$ cat src/rtl/wspe_db.sv
// ---------------------------------------------------------------------------
// wspe_db : weight-stationary MAC PE with shadow-weight daisy chain  | rev 1.0
// ---------------------------------------------------------------------------
`default_nettype none

module wspe_db #(
  parameter int A_W = 32,
  parameter int W_W = 32,
  parameter int P_W = 32,
  parameter int SAT = 0
) (
  input  logic           clk,
  input  logic           rstn,
  input  logic           clrPsum,
  input  logic [A_W-1:0] ipA,
  input  logic           ipAValid,
  output logic [A_W-1:0] opA,
  output logic           opAValid,
  input  logic [W_W-1:0] ipW,
  input  logic           ipWLoad,
  input  logic           ipWSwap,
  output logic [W_W-1:0] opW,
  input  logic [P_W-1:0] ipPsum,
  output logic [P_W-1:0] opPsum,
  output logic           opOvf,
  output logic           opWErr
);

  localparam int PROD_W = A_W + W_W;
  localparam int SUM_W  = ((PROD_W > P_W) ? PROD_W : P_W) + 1;

  logic [A_W-1:0]    a_q, a_d;
  logic              a_valid_q;
  logic [W_W-1:0]    shadow_q, shadow_d;
  logic              shadow_valid_q, shadow_valid_d;
  logic [W_W-1:0]    active_q, active_d;
  logic              active_valid_q, active_valid_d;
  logic [P_W-1:0]    psum_q, psum_d;
  logic              ovf_q, ovf_d;
  logic              werr_q, werr_d;

  logic [PROD_W-1:0] prod;
  logic [SUM_W-1:0]  sum;
  logic              sum_ovf;
  logic [P_W-1:0]    mac_res;
  logic              do_swap;

  // Operands zero-extended so the sum carries every bit of the true result.
  always_comb begin
    prod    = {{W_W{1'b0}}, ipA} * {{A_W{1'b0}}, active_q};
    sum     = {{(SUM_W-PROD_W){1'b0}}, prod} + {{(SUM_W-P_W){1'b0}}, ipPsum};
    sum_ovf = |sum[SUM_W-1:P_W];
    if (sum_ovf && (SAT != 0)) begin
      mac_res = {P_W{1'b1}};
    end else begin
      mac_res = sum[P_W-1:0];
    end
  end

  always_comb begin
    do_swap        = ipWSwap && shadow_valid_q;
    a_d            = ipAValid ? ipA : a_q;
    shadow_d       = ipWLoad ? ipW : shadow_q;
    shadow_valid_d = shadow_valid_q;
    active_d       = active_q;
    active_valid_d = active_valid_q;
    werr_d         = werr_q;
    if (do_swap) begin
      active_d       = shadow_q;
      active_valid_d = 1'b1;
      shadow_valid_d = 1'b0;
    end
    if (ipWSwap && !shadow_valid_q) werr_d = 1'b1;
    // A load in the same cycle as a swap refills the slot just vacated.
    if (ipWLoad) shadow_valid_d = 1'b1;

    psum_d = psum_q;
    ovf_d  = ovf_q;
    if (clrPsum) begin
      psum_d = '0;
      ovf_d  = 1'b0;
    end else if (ipAValid) begin
      psum_d = mac_res;
      ovf_d  = ovf_q | sum_ovf;
    end else begin
      psum_d = ipPsum;
    end
  end

  always_ff @(posedge clk or negedge rstn) begin
    if (!rstn) begin
      a_q            <= '0;
      a_valid_q      <= 1'b0;
      shadow_q       <= '0;
      shadow_valid_q <= 1'b0;
      active_q       <= '0;
      active_valid_q <= 1'b0;
      psum_q         <= '0;
      ovf_q          <= 1'b0;
      werr_q         <= 1'b0;
    end else begin
      a_q            <= a_d;
      a_valid_q      <= ipAValid;
      shadow_q       <= shadow_d;
      shadow_valid_q <= shadow_valid_d;
      active_q       <= active_d;
      active_valid_q <= active_valid_d;
      psum_q         <= psum_d;
      ovf_q          <= ovf_d;
      werr_q         <= werr_d;
    end
  end

  // activeValid is state only: an unarmed active register already reads 0.
  logic unused_ok;
  assign unused_ok = active_valid_q;

  assign opA      = a_q;
  assign opAValid = a_valid_q;
  assign opW      = shadow_q;
  assign opPsum   = psum_q;
  assign opOvf    = ovf_q;
  assign opWErr   = werr_q;

endmodule

`default_nettype wire

$ cat config.mk
export PLATFORM = sky130hd
export DESIGN_NAME = wspe_db
export DESIGN_NICKNAME = d
export VERILOG_FILES = /design/src/rtl/wspe_db.sv
export SDC_FILE = /design/constraint.sdc
export NUM_CORES = 2
export LEC_CHECK = 0
export ABC_AREA = 0
export BUFFER_PORTS_ARGS = -buffer_cell sky130_fd_sc_hd__buf_2
export CAP_MARGIN = 15
export CORE_MARGIN = 2
export CORE_UTILIZATION = 60
export CTS_CLUSTER_SIZE = 8
export DETAILED_ROUTE_END_ITERATION = 6
export PLACE_DENSITY = 0.78
export REMOVE_ABC_BUFFERS = 1
export SETUP_SLACK_MARGIN = 0.15
export SLEW_MARGIN = 20
export SYNTH_ARGS = -nofsm -noshare
export SYNTH_HDL_FRONTEND = slang
export SYNTH_SLANG_ARGS = --single-unit
$ cat constraint.sdc
create_clock -name clk -period 20.7 [get_ports clk]
set_input_delay 2.07 -clock clk [delete_from_list [all_inputs] [get_ports clk]]
set_output_delay 2.07 -clock clk [all_outputs]
set_load 0.02 [all_outputs]
==> impl_metrics.csv <==
group,metric,value,unit
run_status,status,"finished, violations left",
run_status,violations,"design-rule violations",
clock_network,cts_max_level,4,
sta,worst_slew_pin_slew,1097,ps
global_route,grt_pass1_vias,32510,
yosys,synth-async-reset-ratio,100.0,%
critical_path,r2r_cells,23,
global_route,grt-ovfl-total,0,
critical_path,critPathMaxStageDelay,730,ps
yosys,synthCells,4179,
clock_network,clock-root-buffer,"clkbuf_16",
clock_network,cts-resized-gates,0,
placement,hpwlAfterDp,81.01,mm
routing,detail_route.wl_per_cell,20.72,um
min_path,holdPathStages,1,
floorplanning,num_rows,94,
routing,ant_nets,0,
sta,setup_tns,0,ps
yosys,synth_edf_count,0,
finish,drive_gt1_share,9.145,%
global_route,antenna_found_initial,1,
sta,max-slew-margin-rel,26.89,%
yosys,syn_area,0.03974,mm2
floorplanning,start_util,60.55,%
yosys,ys.flop_type,"dfrtp_1",
floorplanning,die_width,261.4,um
routing,drt-vias-per-instance,5.778,
placement,gp_congestion,1.017,
critical_path,worst_path_max_delay_cell,"buf_2",
sta,skew,23.18,ps
critical_path,required,21030,ps
clock_network,clock_latency,450,ps
routing,vias,29250,
critical_path,end_kind,"flop",
yosys,yosysWarnings,0,
sta,rsz0062_at_grt,"false",
sta,finalHoldViolations,0,
critical_path,crit_type,"in -> reg",
sta,setup_viol,0,
sta,finalWorstSetupSlack,10480,ps
yosys,synth_top_area_share,46.80,%
clock_network,clock_path_buffers,2,
job,cap_violations,0,
floorplanning,core,0.06563,mm2
sta,maxClockFrequency,97.80,MHz
min_path,min_path_type,"reg -> reg",
yosys,synth_most_common_cell,"fa_1",
critical_path,cp_max_fo,33,
critical_path,cp_num_cells,23,
yosys,yosysUniqueCellTypes,70,
critical_path,start_kind,"input pin",
sta,final_max_slew_viol_count,0,
yosys,ys_seq_area_share,8.312,%
critical_path,path_cells,"buf_2, nand2_1, fa_1, fa_1, fa_1, fa_1, fa_1, fa_1, fa_1, fa_1, inv_1, ha_1, nand4_1, nor3_1, o2111ai_1, o211ai_1, o21ai_2, a311oi_1, nand4_1, nor4b_2, nand4_1, a2111oi_2, a31oi_1",
floorplanning,dieArea,0.06831,mm2
global_route,grt_max_degree,68,
critical_path,critPathTopFamily,"adder cells",
clock_network,post_cts_buffers,0,
clock_network,cts_tree,"done",
routing,drt-total-wl,104.9,mm
finish,antenna_cells,0,
placement,dpl_worst_slack,10190,ps
sta,period_share,49.39,%
finish,area_growth,5.101,%
clock_network,clk_pin_slew,90,ps
yosys,postSynthAreaPerCell,9.510,um2
yosys,yosysTopAreaCell,"fa_1",
sta,min_period,10220,ps
clock_network,cts.sinks,132,
routing,first_pass_iters,7,
routing,drc,3,
critical_path,critPathBufInv,2,
yosys,synthTopCellsByCount,"fa_1 (929), inv_1 (861), and2_1 (639)",
yosys,synth_seq_cells,132,
yosys,synth.area.top_cells,"fa_1 (47%), and2_1 (10%), ha_1 (8.5%), dfrtp_1 (8.3%), inv_1 (8.1%)",
placement,port_buffers,200,
global_route,grt_first_pass_wirelength,173.5,mm
routing,drt_iter0_drc,2207,
clock_network,holdBufCountCts,0,
global_route,track_usage,32.79,%
critical_path,timing.critical_path.mode_cell,"fa_1",
critical_path,arrival,10560,ps
floorplanning,fp.dieH,261.4,um
finish,final_nets,5486,
floorplanning,io_pins,201,
clock_network,cts_buffers,17,
==> metrics by stage <==
| step | hold WS [ps] | area (um2) | std cells | utilization [%] |
|---|---|---|---|---|
| after global routing | 493.1 | 41770 | 5063 | 63.64 |
| after CTS | 475.1 | 41770 | 5063 | 63.64 |
| final | 477.9 | 41770 | 5063 | 63.64 |
| after floorplan | 449.4 | 38770 | 3927 | - |
| after detailed placement | 462.2 | 41160 | 5031 | 62.71 |
| after global placement | 460.7 | 41160 | 5031 | 62.71 |
==> sequential cells by signal (all words and copies together) (netlist names) <==
name and count:
shadow_valid_q 1, active_q 32, opA 32, opW 32
opWErr 1, opOvf 1, opPsum 32, opAValid 1
==> cell usage in the layout (no fill, tap or decap), types with 41 or more instances in the layout <==
cell type / count
nor2_1: 78
inv_1: 861
a21oi_1: 88
mux2_2: 97
dfrtp_1: 132
buf_4: 41
buf_2: 198
nand2_1: 475
fa_1: 929
ha_1: 269
and2_1: 639
==> final cells by class <==
cell class | count | area (um2)
timing repair buffer | 240 | 1310
fill | 5254 | 23860
clock buffer | 17 | 425.4
tap | 864 | 1081
sequential | 132 | 3303
multi-input combinational | 2934 | 32230
inverter | 861 | 3232
clock inverter | 15 | 183.9
==> layer usage <==
layer  vias up  routed length [um]  GRT usage, %
met2      1396               50450         54.67
met3       324                8763         4.530
li1      12450                   -             -
met5         -                  13             0
met4         2                4703         13.10
met1     15080               40950         43.72
==> final timing paths <==
path	start	end	slack, ps
min reg2reg	shadow_valid_q	opWErr	480
max reg2reg	active_q[17]	opOvf	12060
min in group asynchronous	rstn	opPsum[0]	1620
max	ipA[18]	opOvf	10480
max in group asynchronous	rstn	active_q[12]	17690
min	shadow_valid_q	opWErr	480
==> worst register-to-register path, delay by kind of cell, from the launching register on <==
kind                       cells  cell delay, ps
DFF                            1             320
AOI/OAI and AO/OA              6            1520
and+or+nand+nor                6            1630
adders and majority gates      9            4580
buffers and inverters          2             470
==> logic make-up (layout without fill, tap and decap cells) <==
logic type | count (synthesis) | after routing | synth area share [%]
simple gates | 1297 | 1297 | 16.91
fa+ha+maj | 1198 | 1198 | 55.27
buf+inv | 1113 | 1133 | 10.58
compound gates | 272 | 272 | 4.537
flops | 132 | 132 | 8.312
mux | 128 | 128 | 3.529
xor+xnor | 39 | 39 | 0.8595
Power is not shown: default switching activity piles up to over one toggle a cycle in this logic, so the estimate is an artifact.
